`src/rtl/log_ctrl_pkg.sv`:
```
// Shared types and constants for the log2-engine request arbiter.
// Includes the field layout of IEEE-754 singles and the screening classifier.
package log_ctrl_pkg;

  localparam int LOG_W       = 33;
  localparam int FP_W        = 32;
  localparam int EXP_MSB     = 30;
  localparam int EXP_LSB     = 23;
  localparam int LOG_INT_LSB = 25;

  typedef enum logic [1:0] {IDLE, ISSUE, WAIT, RESP} state_e;

  localparam logic [2:0] ERR_OK      = 3'd0;
  localparam logic [2:0] ERR_NEG     = 3'd1;
  localparam logic [2:0] ERR_ZERO    = 3'd2;
  localparam logic [2:0] ERR_INFNAN  = 3'd3;
  localparam logic [2:0] ERR_TIMEOUT = 3'd4;

  // Priority order matters: -0 and -NaN must report ZERO / INFNAN, not NEG.
  function automatic logic [2:0] classify_fp(input logic [FP_W-1:0] fp);
    logic [EXP_MSB-EXP_LSB:0] e;
    e = fp[EXP_MSB:EXP_LSB];
    if (e == '1) begin
      return ERR_INFNAN;
    end else if (e == '0) begin
      return ERR_ZERO;
    end else if (fp[FP_W-1]) begin
      return ERR_NEG;
    end
    return ERR_OK;
  endfunction

endpackage

```
`src/rtl/rr_arbiter.sv`:
```
// Combinational round-robin pick: first asserted request at or after the pointer,
// wrapping modulo NUM_REQ. Returns the one-hot grant and its index.
module rr_arbiter #(
  parameter int unsigned NUM_REQ = 4,
  localparam int unsigned PW = (NUM_REQ > 1) ? $clog2(NUM_REQ) : 1
) (
  input  logic [NUM_REQ-1:0] i_req,
  input  logic [PW-1:0]      i_ptr,
  output logic [NUM_REQ-1:0] o_grant,
  output logic [PW-1:0]      o_idx,
  output logic               o_any
);

  always_comb begin
    logic [PW-1:0] j;
    j       = '0;
    o_grant = '0;
    o_idx   = '0;
    o_any   = 1'b0;
    for (int unsigned k = 0; k < NUM_REQ; k++) begin
      j = PW'((32'(i_ptr) + k) % NUM_REQ);
      if (!o_any && i_req[j]) begin
        o_any      = 1'b1;
        o_idx      = j;
        o_grant[j] = 1'b1;
      end
    end
  end

endmodule

```
`src/rtl/log_req_arbiter.sv`:
```
// Shares one log2 engine among NUM_REQ requesters: round-robin accept, input screening,
// engine sequencing with timeout, and response return to the owning requester.
module log_req_arbiter
  import log_ctrl_pkg::*;
#(
  parameter int unsigned NUM_REQ = 4,
  parameter int unsigned TIMEOUT = 64
) (
  input  logic                    clk,
  input  logic                    reset,
  input  logic [NUM_REQ-1:0]      req_valid,
  output logic [NUM_REQ-1:0]      req_ready,
  input  logic [FP_W*NUM_REQ-1:0] req_fp_value,
  output logic [NUM_REQ-1:0]      rsp_valid,
  input  logic [NUM_REQ-1:0]      rsp_ready,
  output logic [LOG_W-1:0]        rsp_log_value,
  output logic [2:0]              rsp_err,
  output logic                    busy,
  output logic                    eng_start,
  output logic [FP_W-1:0]         eng_fp_value,
  input  logic [LOG_W-1:0]        eng_log_value,
  input  logic                    eng_valid
);

  localparam int unsigned PW = (NUM_REQ > 1) ? $clog2(NUM_REQ) : 1;
  localparam int unsigned CW = (TIMEOUT > 1) ? $clog2(TIMEOUT) : 1;

  state_e             r_state, w_state_d;
  logic [PW-1:0]      r_ptr, w_ptr_d;
  logic [PW-1:0]      r_owner, w_owner_d;
  logic [CW-1:0]      r_cnt, w_cnt_d;
  logic [FP_W-1:0]    r_fp, w_fp_d;
  logic [LOG_W-1:0]   r_log, w_log_d;
  logic [2:0]         r_err, w_err_d;

  logic [NUM_REQ-1:0] w_grant;
  logic [PW-1:0]      w_idx;
  logic               w_any;
  logic [FP_W-1:0]    w_sel_fp;
  logic [2:0]         w_cls;
  logic [CW-1:0]      w_cnt_inc;
  logic [PW-1:0]      w_ptr_inc;
  logic [NUM_REQ-1:0] w_owner_oh;

  rr_arbiter #(
    .NUM_REQ (NUM_REQ)
  ) u_rr_arbiter (
    .i_req   (req_valid),
    .i_ptr   (r_ptr),
    .o_grant (w_grant),
    .o_idx   (w_idx),
    .o_any   (w_any)
  );

  // Screening on the incoming word is equivalent to screening the latched copy and
  // lets a rejected request reach RESP one cycle after accept.
  assign w_sel_fp  = req_fp_value[32'(w_idx)*FP_W +: FP_W];
  assign w_cls     = classify_fp(w_sel_fp);
  assign w_cnt_inc = r_cnt + 1'b1;
  assign w_ptr_inc = PW'((32'(w_idx) + 32'd1) % NUM_REQ);

  always_comb begin
    w_state_d = r_state;
    w_ptr_d   = r_ptr;
    w_owner_d = r_owner;
    w_cnt_d   = r_cnt;
    w_fp_d    = r_fp;
    w_log_d   = r_log;
    w_err_d   = r_err;
    unique case (r_state)
      IDLE: begin
        if (w_any) begin
          w_owner_d = w_idx;
          w_ptr_d   = w_ptr_inc;
          if (w_cls == ERR_OK) begin
            w_fp_d    = w_sel_fp;
            w_state_d = ISSUE;
          end else begin
            w_log_d   = '0;
            w_err_d   = w_cls;
            w_state_d = RESP;
          end
        end
      end
      ISSUE: begin
        w_cnt_d   = '0;
        w_state_d = WAIT;
      end
      WAIT: begin
        w_cnt_d = w_cnt_inc;
        if (eng_valid) begin
          w_log_d   = eng_log_value;
          w_err_d   = ERR_OK;
          w_state_d = RESP;
        end else if (w_cnt_inc == CW'(TIMEOUT - 1)) begin
          w_log_d   = '0;
          w_err_d   = ERR_TIMEOUT;
          w_state_d = RESP;
        end
      end
      RESP: begin
        if (rsp_ready[r_owner]) begin
          w_state_d = IDLE;
        end
      end
      default: w_state_d = IDLE;
    endcase
  end

  always_ff @(posedge clk) begin
    if (reset) begin
      r_state <= IDLE;
      r_ptr   <= '0;
      r_owner <= '0;
      r_cnt   <= '0;
      r_fp    <= '0;
      r_log   <= '0;
      r_err   <= '0;
    end else begin
      r_state <= w_state_d;
      r_ptr   <= w_ptr_d;
      r_owner <= w_owner_d;
      r_cnt   <= w_cnt_d;
      r_fp    <= w_fp_d;
      r_log   <= w_log_d;
      r_err   <= w_err_d;
    end
  end

  always_comb begin
    w_owner_oh          = '0;
    w_owner_oh[r_owner] = 1'b1;
  end

  assign req_ready     = (r_state == IDLE) ? w_grant : '0;
  assign rsp_valid     = (r_state == RESP) ? w_owner_oh : '0;
  assign rsp_log_value = r_log;
  assign rsp_err       = r_err;
  assign busy          = (r_state != IDLE);
  assign eng_start     = (r_state == ISSUE);
  assign eng_fp_value  = r_fp;

endmodule
```
`config.mk`:
```
export PLATFORM = sky130hd
export DESIGN_NAME = log_req_arbiter
export DESIGN_NICKNAME = d
export VERILOG_FILES = /design/src/rtl/log_ctrl_pkg.sv /design/src/rtl/rr_arbiter.sv /design/src/rtl/log_req_arbiter.sv
export SDC_FILE = /design/constraint.sdc
export NUM_CORES = 1
export LEC_CHECK = 0
export CORE_MARGIN = 5
export CORE_UTILIZATION = 40
export DETAILED_ROUTE_END_ITERATION = 10
export GPL_TIMING_DRIVEN = 0
export HOLD_SLACK_MARGIN = 0.06
export PLACE_DENSITY = 0.87
export SETUP_SLACK_MARGIN = 0.15
export SYNTH_ARGS = -nofsm -noshare
export SYNTH_HDL_FRONTEND = slang
export SYNTH_HIERARCHICAL = 1
export SYNTH_SLANG_ARGS = --single-unit
```
`constraint.sdc`:
```
create_clock -name clk -period 4.9 [get_ports clk]
set_clock_uncertainty 0.2 [all_clocks]
set_input_delay 0.49 -clock clk [delete_from_list [all_inputs] [get_ports clk]]
set_output_delay 0.49 -clock clk [all_outputs]
set_load 0.05 [all_outputs]
```
# Yosys cells after proc, flatten, opt, wreduce, memory -nomap -nowiden
# Cells that the tools add are included.
dict set report word_totals {
  register_bits 80
  output_inout_bits 78
  wordCells 114
  inputBits 172
}
dict set report classes {
  addsub 5
  order_cmp 10
  n_mux 58
  bitwise_logic 3
  n_eq_ne 9
  shift 1
  n_reduce_logical 21
}
# op count
set op_table {}
lappend op_table {{$mux W33} 4}
lappend op_table {{$shiftx A128 B8 Y32} 1}
lappend op_table {{$pmux W33 S2} 1}
lappend op_table {{$mux W3} 8}
lappend op_table {{$mux W4} 6}
lappend op_table {{$mux W2} 9}
lappend op_table {{$mux W1} 17}
lappend op_table {{$lt A2 B3 Y1 const B} 5}
lappend op_table {{$or A4 B4 Y4} 3}
lappend op_table {{$pmux W6 S2} 1}
lappend op_table {{$bmux W1 S2} 5}
lappend op_table {{$demux W1 S2} 5}
lappend op_table {{$ge A2 B1 Y1 const B} 5}
lappend op_table {{$eq A8 B8 Y1 const B} 1}
lappend op_table {{$logic_and A1 B1 Y1} 8}
lappend op_table {{$logic_not A8 Y1} 1}
lappend op_table {{$pmux W2 S4} 1}
lappend op_table {{$add A6 B1 Y6 const B} 1}
lappend op_table {{$eq A6 B6 Y1 const B} 1}
lappend op_table {{$pmux W3 S2} 1}
lappend op_table {{$reduce_and A3 Y1} 2}
lappend op_table {{$reduce_bool A2 Y1} 3}
lappend op_table {{$add A2 B1 Y2 const B} 2}
lappend op_table {{$add A2 B2 Y2 const B} 2}
lappend op_table {{other kinds (10)} 14}

# Logic depth before layout (Yosys ltp)
# Gate-level depths: netlist of the first run.
dict set report depth {
  word_depth 21
  mapped_depth 18
  mapped_depth_nobuf 12
}

# By module
# The synthesis of the first run kept the hierarchy.
# mod instances area_each_um2 cells_per_inst
set by_module_without_submodules {}
lappend by_module_without_submodules {log_req_arbiter 1 4172.8 407}
lappend by_module_without_submodules {rr_arbiter 1 421.7 45}

# Worst setup path after synthesis of the first run
# OpenSTA, ideal clock, no wires.
dict set report synth_path {
  path_type {reg-to-reg}
  from {reg r_ptr[0]}
  to {reg r_err[0], in the netlist rsp_err[0]}
  n_path_buf 6
  arrival_ns 3.988
  period_less_slack_ns 4.311
  setup_time_ns 0.124
  path_stages_with_launch 19
  path_slack_ns 0.589
  path_cell_list {dfxtp_1 buf_6 inv_1 ha_1 mux4_2 buf_6 nor4b_4 nor2_1 a32o_1 clkbuf_1 buf_2 mux4_2 or4_4 nor2_4 nor3_2 a211o_1 buf_6 buf_12 mux2i_1}
}
dict set report synth_between {
  elab_chain_len 20
  word_cells_on_any_way 41
}
# element line
set synth_rtl {}
lappend synth_rtl {{from (decl)} log_req_arbiter.sv:29} ;# logic [PW-1:0] r_ptr, w_ptr_d;
lappend synth_rtl {{from (signal assigned)} log_req_arbiter.sv:121} ;# r_ptr <= w_ptr_d;
lappend synth_rtl {{branches (longest 11 deep; another with $add A2 B1 Y2)} -}
lappend synth_rtl {{$mux W2 *} rr_arbiter.sv:22} ;# if (!o_any && i_req[j]) begin
lappend synth_rtl {{via w_idx[1]} log_req_arbiter.sv:37} ;# logic [PW-1:0] w_idx;
lappend synth_rtl {{$shiftx A128 B8 Y32 *} log_req_arbiter.sv:57} ;# assign w_sel_fp = req_fp_value[32'(w_idx)*FP_W +: FP_W];
lappend synth_rtl {{$logic_not A8 Y1 or $mux W1 (tied branches)} {log_ctrl_pkg.sv:25, log_ctrl_pkg.sv:27}}
lappend synth_rtl {{$mux W3 or $mux W1 (tied branches)} log_ctrl_pkg.sv:25} ;# end else if (e == '0) begin
lappend synth_rtl {{$mux W3 or $mux W1 (tied branches)} log_ctrl_pkg.sv:23} ;# if (e == '1) begin
lappend synth_rtl {{$mux W3 *} log_ctrl_pkg.sv:30} ;# return ERR_OK;
lappend synth_rtl {{$logic_not A3 Y1 or $mux W3 (tied branches)} log_req_arbiter.sv:75} ;# if (w_cls == ERR_OK) begin
lappend synth_rtl {{$ne A2 B2 Y1 (no line) or $mux W3 (tied branches)} -}
lappend synth_rtl {{$reduce_and A4 Y1 (no line) or $pmux W3 S2 (tied branches)} -}
lappend synth_rtl {{to (signal assigned)} log_req_arbiter.sv:126} ;# r_err <= w_err_d;
lappend synth_rtl {{to (decl)} log_req_arbiter.sv:34} ;# logic [2:0] r_err, w_err_d;
# Mark *: on every way through the listed nets, which the timed path passes. The select of a mux whose other input is x is not followed.
# A chain may end at the register's enable or synchronous reset.

# Worst setup path after layout of the first run
dict set report layout_path {
  from {reg r_ptr[0]}
  to {reg r_log[25], in the netlist rsp_log_value[25]}
}
dict set report layout_between {
  elab_chain_len 20
  word_cells_on_any_way 38
}
# element line
set layout_rtl {}
lappend layout_rtl {{branches (longest 11 deep; another with $add A2 B1 Y2)} -}
lappend layout_rtl {{$mux W2 *} rr_arbiter.sv:22}
lappend layout_rtl {{via w_idx[0]} log_req_arbiter.sv:37}
lappend layout_rtl {{$shiftx A128 B8 Y32 *} log_req_arbiter.sv:57}
lappend layout_rtl {{$logic_not A8 Y1 or $mux W1 (tied branches)} {log_ctrl_pkg.sv:25, log_ctrl_pkg.sv:27}}
lappend layout_rtl {{$mux W3 or $mux W1 (tied branches)} log_ctrl_pkg.sv:25}
lappend layout_rtl {{$mux W3 or $mux W1 (tied branches)} log_ctrl_pkg.sv:23}
lappend layout_rtl {{$mux W3 *} log_ctrl_pkg.sv:30}
lappend layout_rtl {{$logic_not A3 Y1 *} log_req_arbiter.sv:75}
lappend layout_rtl {{$ne A2 B2 Y1 (no line) *} -}
lappend layout_rtl {{$reduce_and A4 Y1 (no line) *} -}
lappend layout_rtl {{to (signal assigned)} log_req_arbiter.sv:125} ;# r_log <= w_log_d;
lappend layout_rtl {{to (decl)} log_req_arbiter.sv:33} ;# logic [LOG_W-1:0] r_log, w_log_d;
# Marked as above.

==> results.yml, run 1 <==
outcome:
  status: "finished, final reports clean"
yosys:
  postSynthCellCount: 452
  synth_top_cells_by_area: "dfxtp_1 (35%), mux4_2 (16%), mux2i_1 (15%)"
  netlist_area_mm2: 0.004594
  portion_of_synthesized_cell_area_occupied_by_the_leading_cell_type_pct: 34.86
  synth_ff_type: "dfxtp_1"
  synth_area_per_cell_um2: 10.16
  synth_edf_count: 0
  synth-async-reset-ratio_pct: 0
  yosysUniqueCellTypes: 44
  ys_warn_count: 6
  synth.top_cells.by_count: "dfxtp_1 (80), nand2_1 (80), mux2i_1 (68)"
  synth_fp_nets: 636
  ys_seq_elements: 80
  synth_top_cell_by_area: "dfxtp_1"
  seq_area_frac_synth_pct: 34.86
floorplanning:
  die_x_um: 117.2
  coreArea_mm2: 0.01132
  die_h_um: 117.2
  placement_rows: 39
  die_area_mm2: 0.01373
  boundaryPins: 250
  initial_core_util_pct: 40.58
global_routing:
  gr-usage-all-layers_pct: 22.24
  grt_antenna_before_repair: 1
  pin_count_of_the_biggest_net_entering_global_routing: 17
  global_route.overflow_total: 0
  grt_pass1_wl_mm: 23.76
  grt_pass1_vias: 4753
power:
  ir_drop_uv: 413.7
  power_density_mw_per_mm2: 673.2
  post-layout-total-power_mw: 5.132
  p_leak_nw: 2.850
timing:
  final-hold-violation-count: 0
  fmaxAchievable_mhz: 219.6
  maxSlewHeadroom_pct: 44.49
  timing.final.crit_period_ns: 4.553
  setup_viol_count_final: 0
  final-max-slew-violation-count: 0
  worst_slew_pin_slew_ns: 0.8326
  fin_crit_sh_pct: 92.92
  rsz0062_at_grt: "false"
final_layout:
  post_route_cell_area_mm2: 0.007622
  layout.nets: 896
  layout-area-overhead-vs-synth_pct: 65.90
  drive_gt1_share_pct: 10.32
  nFillCells: 848
clock_network:
  insertion_delay_ns: 0.33
  root_buffer_cell: "clkbuf_16"
  numCtsBuffers: 9
  number_of_buffers_inserted_for_hold_repair_after_clock_tree_synthesis: 0
  worst_setup_hold_path_clk_slew_ns: 0.07
  cts_htree_levels: 3
  cts_tree: "built"
  ctsLongestPathBuffers: 2
  tritoncts_num_sinks: 80
place:
  gp_congestion: 0.8754
  dpl.hpwl_mm: 13.12
  io_buffer_count: 248
  dpl_cell_area_mm2: 0.007256
detailed_routing:
  drtIter0Drc: 213
  final_antenna_net_count: 0
  vias: 4551
  remaining_drc_errors: 0
  wl_per_cell_um: 18.38
  drt-vias-per-instance: 5.286
  total_wirelength_mm: 15.83
  drt_first_pass_iters: 5
critical_path:
  crit_path_start_kind: "register"
  worstPathCellList: "buf_8 > inv_1 > ha_4 > mux4_2 > buf_6 > and2b_2 > o21ai_0 > o31ai_1 > buf_6 > buf_12 > mux4_2 > or4_4 > nor2_4 > nor3_2 > a211o_1 > buf_6 > buf_12 > mux2i_1"
  worst-path-buf-inv: 7
  critical_path_arrival_ns: 4.57
  crit_path_end_kind: "register"
  critical_path_peak_fanout: 10
  critPathMostFrequentCell: "buf_6"
  crit_type: "register to register"
  worstPathRequired_ns: 4.92
  worst_path_max_delay_cell: "mux4_2"
  worst_path_largest_cell_delay_ns: 0.55
  crit_family: "buffers and inverters"
flow_run:
  maxCapViolations: 0
min_path:
  hold_path.class: "register to register"
logic make-up (layout without fill, tap and decap cells):
group / after synthesis / after routing / synth area share, %
multiplexers: 106 / 106 / 33.52
flip-flops: 80 / 80 / 34.86
adder cells (fa/ha/maj): 12 / 12 / 3.268
AND/OR/NAND/NOR: 166 / 166 / 16.26
buffers and inverters: 44 / 309 / 5.664
AO/OA/AOI/OAI: 41 / 41 / 5.856
other: 0 / 1 / 0
XOR/XNOR: 3 / 3 / 0.5720
flip-flops by register name, indices dropped and copies added (netlist names):
name,flops
r_state,2
rsp_err,3
r_owner,2
r_cnt,6
rsp_log_value,33
eng_fp_value,32
r_ptr,2
through the flow:
stage | hold WS (ns) | cells | utilization [%] | setup WS (ns) | TNS (ns)
6_report | 0.2582 | 861 | 67.33 | 0.3468 | 0
4_1_cts | 0.2643 | 859 | 67.01 | 0.1599 | 0
2_1_floorplan | 0.2647 | 452 | - | 0.5889 | 0
3_5_place_dp | 0.2546 | 843 | 64.09 | -0.3481 | -12.02
5_1_grt | 0.2796 | 861 | 67.33 | 0.1555 | 0
3_3_place_gp | 0.2442 | 843 | 64.09 | -0.2381 | -6.893
where the power goes:
group / internal (mW) / leakage, nW / switching (mW)
sequential: 0.831 / 0.651 / 0.120
clock: 0.406 / 0.147 / 0.297
combinational: 1.58 / 2.05 / 1.89
total: 2.82 / 2.85 / 2.31
placed cells by master, fill, tap and decap left out, types with 2 or more instances in the layout:
master / n
nand4_1: 2
buf_6: 3
clkinvlp_4: 2
or4_4: 2
a21oi_1: 12
inv_6: 2
clkdlybuf4s50_1: 248
inv_1: 11
and3_1: 2
clkbuf_1: 18
nor2b_1: 2
inv_8: 2
nor3b_1: 2
o21ai_0: 9
mux4_2: 33
nor3_1: 4
buf_12: 4
buf_1: 2
mux2i_1: 68
nand2_1: 80
nor2_1: 50
nand2b_1: 4
a22oi_1: 8
a211o_1: 2
buf_4: 4
xor2_1: 2
ha_1: 11
mux4_1: 4
nand3_1: 7
o221ai_1: 3
dfxtp_1: 78
and2_1: 4
a32o_1: 2
clkbuf_16: 9
worst paths after layout:
kind / startpoint / slack, ns / end / cells past startpoint
worst min-delay path: rsp_err[0]$_SDFFE_PP0P_ / 0.26 / rsp_err[0]$_SDFFE_PP0P_ / 2
worst min register to register: rsp_err[0]$_SDFFE_PP0P_ / 0.26 / rsp_err[0]$_SDFFE_PP0P_ / 2
worst max register to register: r_ptr[0]$_SDFFE_PP0P_ / 0.35 / rsp_log_value[25]$_SDFFE_PP0P_ / 18
worst max-delay path: r_ptr[0]$_SDFFE_PP0P_ / 0.35 / rsp_log_value[25]$_SDFFE_PP0P_ / 18
tightest hold or removal path, cell delays in order, from the launching register on:
cell and delay [ns]:
dfxtp_1 0.31, nand2_1 0.05, mux2i_1 0.05
timing repair:
action,4_1_cts,5_1_grt
resized for setup,7,5
endpoints found under the setup margin,61,65
buffers inserted,0,1
gates cloned,0,0
pin swaps,0,1
routing by layer:
layer  part of all wire (%)  up-vias  GRT usage, %
li1                       -     2139             -
met2                     53      214         41.63
met5                      0        -             0
met1                     36     2171         23.67
met3                    9.3       27         6.992
met4                    2.5        0         6.804
cell type report:
type                       instances  area [um^2]  share of cell area [%]
multi-input combinational        328         2754                   36.13
inverter                          11        41.29                  0.5417
clock buffer                       9        225.2                   2.955
antenna                            1        2.502                 0.03283
timing repair buffer             249         2490                   32.67
clock inverter                     7        85.08                   1.116
sequential                        80         1607                   21.08
tap                              143        178.9                   2.347
buffer                            33        239.0                   3.135
No activity file was read; power rests on OpenSTA's default activity.
==> inputs of run 2 (changes only) <==
clock period = 4.45 ns   (was 4.9 ns; I/O delays follow)
==> run 2 against run 1 <==
Against the previous run:
- hold slack got worse by 0.0018 ns
- combinational power rose by 26%
- die area did not move
==> results.yml, run 2 (synthesis gave the netlist of run 1 again) <==
place:
  io_buffer_count: 248
  dpl_cell_area_mm2: 0.007258
  gp_congestion: 0.7913
  dpl.hpwl_mm: 12.92
  pre_cts_slack_ns: -0.6722
  numPlacedInstances: 843
timing:
  worst_case_hold_slack_ns: 0.2564
  setup_viol_count_final: 0
  setup_total_negative_slack_ns: 0
  timing.final.crit_period_ns: 4.411
  final-hold-violation-count: 0
  fin_crit_sh_pct: 99.11
  maxSlewHeadroom_pct: 43.93
  rsz0062_at_grt: "true"
  fmaxAchievable_mhz: 226.7
  final-max-slew-violation-count: 0
  post-route-worst-setup-slack_ns: 0.03939
  worst_slew_pin_slew_ns: 0.8410
power:
  ir_drop_uv: 508.4
  switching_power_mw: 2.667
  cellInternalPower_mw: 3.615
  p_comb_share_pct: 69.9
  p_leak_nw: 3.087
  post-layout-total-power_mw: 6.281
  power_density_mw_per_mm2: 782.7
  power_frac_seq_pct: 16.6
  netSwitchingFraction_pct: 42.45
  clock_power_share_pct: 13.5
final_layout:
  largest_register_ffs: 33
  final_cells: 893
  post_route_cell_area_mm2: 0.008025
  drive_gt1_share_pct: 16.13
  layout-area-overhead-vs-synth_pct: 74.67
  finish.utilization_pct: 70.89
  register_area_mm2: 0.001609
  nFillCells: 778
  multi_input_area_mm2: 0.002793
  antenna_cells: 0
  layout.nets: 929
  most_common_cell_after_layout_fill_and_taps_aside: "clkdlybuf4s50_1"
  final_cell_mix: "clkdlybuf4s50_1 (244), nand2_1 (80), dfxtp_1 (78), mux2i_1 (65), nor2_1 (50)"
critical_path:
  worstPathRequired_ns: 4.48
  crit_path_start_kind: "register"
  critical_path_peak_fanout: 8
  crit_type: "register to register"
  crit_path_end_kind: "register"
  critical_path_arrival_ns: 4.44
detailed_routing:
  final_antenna_net_count: 0
  total_wirelength_mm: 16.44
  drt_first_pass_iters: 6
  drt-vias-per-instance: 5.243
  remaining_drc_errors: 0
  vias: 4682
  wl_per_cell_um: 18.41
  drtIter0Drc: 169
clock_network:
  cts_tree: "built"
  numCtsBuffers: 9
  number_of_buffers_inserted_for_hold_repair_after_clock_tree_synthesis: 0
  insertion_delay_ns: 0.34
  ctsLongestPathBuffers: 2
  worst_setup_hold_path_clk_slew_ns: 0.06
  cts_htree_levels: 3
  root_buffer_cell: "clkbuf_16"
  tritoncts_num_sinks: 80
min_path:
  hold_path.class: "register to register"
global_routing:
  grt_antenna_before_repair: 0
  grt_pass1_vias: 4815
  pin_count_of_the_biggest_net_entering_global_routing: 15
  global_route.overflow_total: 0
  grt_pass1_wl_mm: 23.89
  gr-usage-all-layers_pct: 22.60
floorplanning:
  die_area_mm2: 0.01373
  die_h_um: 117.2
  initial_core_util_pct: 40.58
  boundaryPins: 250
  placement_rows: 39
  coreArea_mm2: 0.01132
  die_x_um: 117.2
outcome:
  status: "finished, final reports clean"
flow_run:
  maxCapViolations: 0
[run 2: final cells by class]
| cell class | count | area share (%) |
|---|---|---|
| Tap cell | 143 | 2.230 |
| Timing Repair Buffer | 282 | 34.69 |
| Clock buffer | 10 | 2.853 |
| Sequential cell | 80 | 20.05 |
| Multi-Input combinational cell | 328 | 34.80 |
| Clock inverter | 6 | 1.434 |
| Inverter | 11 | 0.5145 |
| Buffer | 33 | 3.430 |
[run 2: worst max-delay path, cell delays in order, from the launching register on]
cell and delay (ns):
dfxtp_4 0.36, buf_6 0.10, inv_2 0.04, ha_4 0.28, mux4_2 0.31, buf_8 0.16
and2b_2 0.22, o21ai_2 0.07, o31ai_2 0.08, buf_6 0.17, buf_12 0.12, mux4_2 0.54
or4_4 0.57, nor2_4 0.15, nor3_4 0.06, a211o_1 0.34, buf_8 0.16, buf_6 0.13
buf_4 0.13, mux2i_1 0.10
[run 2: path summary, 6_finish.rpt]
kind,slack (ns),depth (start not counted),endpoint,startpoint
setup / recovery,0.04,19,rsp_log_value[10]$_SDFFE_PP0P_,r_ptr[0]$_SDFFE_PP0P_
hold / removal,0.26,2,rsp_err[0]$_SDFFE_PP0P_,rsp_err[0]$_SDFFE_PP0P_
setup reg to reg,0.04,19,rsp_log_value[10]$_SDFFE_PP0P_,r_ptr[0]$_SDFFE_PP0P_
hold reg to reg,0.26,2,rsp_err[0]$_SDFFE_PP0P_,rsp_err[0]$_SDFFE_PP0P_
[run 2: power groups by stage]
stage,Sequential [mW],Combinational [mW],Clock [mW]
detailed placement,1.05,3.77,0
floorplan,1.60,2.23,0
CTS,1.04,3.99,0.868
global route,1.06,4.64,0.898
finish,1.04,4.39,0.849
global placement,1.04,3.68,0
[run 2: timing repair]
action                                  in CTS  in global routing
pin swaps                                    5                  8
setup buffers                               13                 21
endpoints found under the setup margin      69                 63
resized for setup                           17                 36
[run 2: per-layer routing]
| metal | track usage, % | wire (um) | vias to the layer above |
|---|---|---|---|
| li1 | - | - | 2201 |
| met2 | 42.16 | 8733 | 238 |
| met5 | 0 | 0 | - |
| met4 | 7.034 | 389 | 0 |
| met1 | 23.53 | 5741 | 2214 |
| met3 | 8.072 | 1573 | 29 |
==> inputs of run 3 (changes only) <==
CORE_MARGIN = default   (was 5)
CTS_CLUSTER_SIZE = 10   (was default)
==> run 3 against run 2 <==
Against the previous run:
- sequential cell count is the same
- die area shrank 13%
- count of clock-buffer cells in the layout is the same
- largest cell class unchanged
==> results.yml, run 3 (synthesis gave the netlist of run 1 again) <==
global_routing:
  gr-usage-all-layers_pct: 25.74
  grt_pass1_vias: 4685
  grt_pass1_wl_mm: 23.10
  grt_antenna_before_repair: 0
  global_route.overflow_total: 0
  pin_count_of_the_biggest_net_entering_global_routing: 15
critical_path:
  critical_path_arrival_ns: 4.32
  worst_path_max_delay_cell: "or4_4"
  critical_path_peak_fanout: 10
  crit_family: "multiplexers"
  crit_path_start_kind: "register"
  crit_type: "register to register"
  worstPathCellList: "buf_8 > buf_4 > mux4_2 > buf_6 > and2b_2 > o21ai_4 > o31ai_4 > buf_6 > buf_12 > mux4_2 > or4_4 > nor2_4 > nor3_2 > a211o_1 > buf_8 > buf_12 > mux2i_1"
  reg2reg_to: "rsp_err[1]$_SDFFE_PP0P_"
  setup.reg_to_reg.worst_slack_ns: 0.13
  r2r_cells: 17
  worst-path-buf-inv: 7
  rr_startpoint: "r_ptr[0]$_SDFFE_PP0P_"
  worstPathRequired_ns: 4.45
  crit_path_end_kind: "register"
  worst_path_largest_cell_delay_ns: 0.60
timing:
  rsz0062_at_grt: "true"
  setup_total_negative_slack_ns: 0
  fmaxAchievable_mhz: 231.6
  worst_case_hold_slack_ns: 0.2584
  final-max-slew-violation-count: 0
  fin_crit_sh_pct: 97.04
  timing.final.crit_period_ns: 4.318
  worst_slew_pin_slew_ns: 0.8226
  maxSlewHeadroom_pct: 45.16
  setup_viol_count_final: 0
  final-hold-violation-count: 0
final_layout:
  largest_register_ffs: 33
  layout-area-overhead-vs-synth_pct: 73.67
  final_cell_mix: "clkdlybuf4s50_1 (244), nand2_1 (80), dfxtp_1 (78), mux2i_1 (68), nor2_1 (50)"
  post_route_cell_area_mm2: 0.007979
  layout.nets: 924
  finish.utilization_pct: 72.33
  most_common_cell_after_layout_fill_and_taps_aside: "clkdlybuf4s50_1"
  antenna_cells: 0
  drive_gt1_share_pct: 14.77
clock_network:
  worst_setup_hold_path_clk_slew_ns: 0.06
  numCtsBuffers: 9
  root_buffer_cell: "clkbuf_16"
  cts_htree_levels: 3
  insertion_delay_ns: 0.33
  number_of_buffers_inserted_for_hold_repair_after_clock_tree_synthesis: 0
  ctsLongestPathBuffers: 2
  cts_tree: "built"
  tritoncts_num_sinks: 80
detailed_routing:
  drt-vias-per-instance: 5.303
  total_wirelength_mm: 15.91
  drt_first_pass_iters: 4
  vias: 4693
  drtIter0Drc: 265
  remaining_drc_errors: 0
  final_antenna_net_count: 0
  wl_per_cell_um: 17.97
place:
  gp_congestion: 0.8506
  dpl_cell_area_mm2: 0.007254
  io_buffer_count: 248
  dpl.hpwl_mm: 12.28
floorplanning:
  placement_rows: 38
  die_area_mm2: 0.01192
  initial_core_util_pct: 41.65
  die_h_um: 109.2
  coreArea_mm2: 0.01103
  die_x_um: 109.2
  boundaryPins: 250
power:
  ir_drop_uv: 388.1
  power_density_mw_per_mm2: 776.5
  p_leak_nw: 3.075
  post-layout-total-power_mw: 6.196
outcome:
  status: "finished, final reports clean"
min_path:
  worstHoldStart: "rsp_log_value[30]$_SDFFE_PP0P_"
  hold-path-cell-count: 2
  hold_path.class: "register to register"
  holdPathEnd: "rsp_log_value[30]$_SDFFE_PP0P_"
flow_run:
  maxCapViolations: 0
run 3: tightest hold or removal path: cells and delay by family, from the launching register on:
family / cells / cell delay [ns]
and+or+nand+nor: 1 / 0.05
muxes: 1 / 0.05
DFF: 1 / 0.31
run 3: metal layers:
metal | up-vias | part of all wire, % | global-route usage, %
li1 | 2191 | - | -
met1 | 2253 | 37 | 28.23
met2 | 222 | 53 | 47.35
met3 | 27 | 7.7 | 6.276
met4 | 0 | 2.9 | 10.10
met5 | - | 0 | 0
run 3: metrics by stage:
stage,setup slack [ns],instances
floorplan,0.1510,452
global placement,-0.4814,840
detailed placement,-0.5810,840
CTS,0.1511,874
global route,0.04433,885
finish,0.1317,885
run 3: area by class of cell:
cell class | instances | area [um^2]
clock inverter | 6 | 115.1
tap | 140 | 175.2
timing repair buffer | 277 | 2748
sequential | 80 | 1609
buffer | 33 | 274.0
multi-input combinational | 328 | 2778
clock buffer | 10 | 239.0
inverter | 11 | 41.29
fill | 780 | 3052
run 3: worst max path at each step:
stage | from | end | slack (ns) | cells past startpoint
after floorplan | r_ptr[0]$_SDFFE_PP0P_ | rsp_err[0]$_SDFFE_PP0P_ | 0.15 | 18
after global placement | req_valid[2] | eng_fp_value[12]$_SDFFE_PP0P_ | -0.48 | 15
after detailed placement | req_valid[3] | eng_fp_value[13]$_SDFFE_PP0P_ | -0.58 | 15
after CTS | r_ptr[0]$_SDFFE_PP0P_ | rsp_log_value[17]$_SDFFE_PP0P_ | 0.15 | 18
after global routing | r_ptr[0]$_SDFFE_PP0P_ | rsp_err[1]$_SDFFE_PP0P_ | 0.04 | 18
final | r_ptr[0]$_SDFFE_PP0P_ | rsp_err[1]$_SDFFE_PP0P_ | 0.13 | 17
run 3: repair_timing:
action	in CTS	in global routing
buffers inserted	18	11
setup endpoints to repair	69	65
gates resized for setup	24	13
gates cloned	0	0
pin swaps	5	7
run 3: where the power goes:
part	switching, mW	total, mW	internal, mW
sequential	0.123	1.04	0.915
combinational	2.22	4.29	2.07
clock	0.303	0.870	0.567
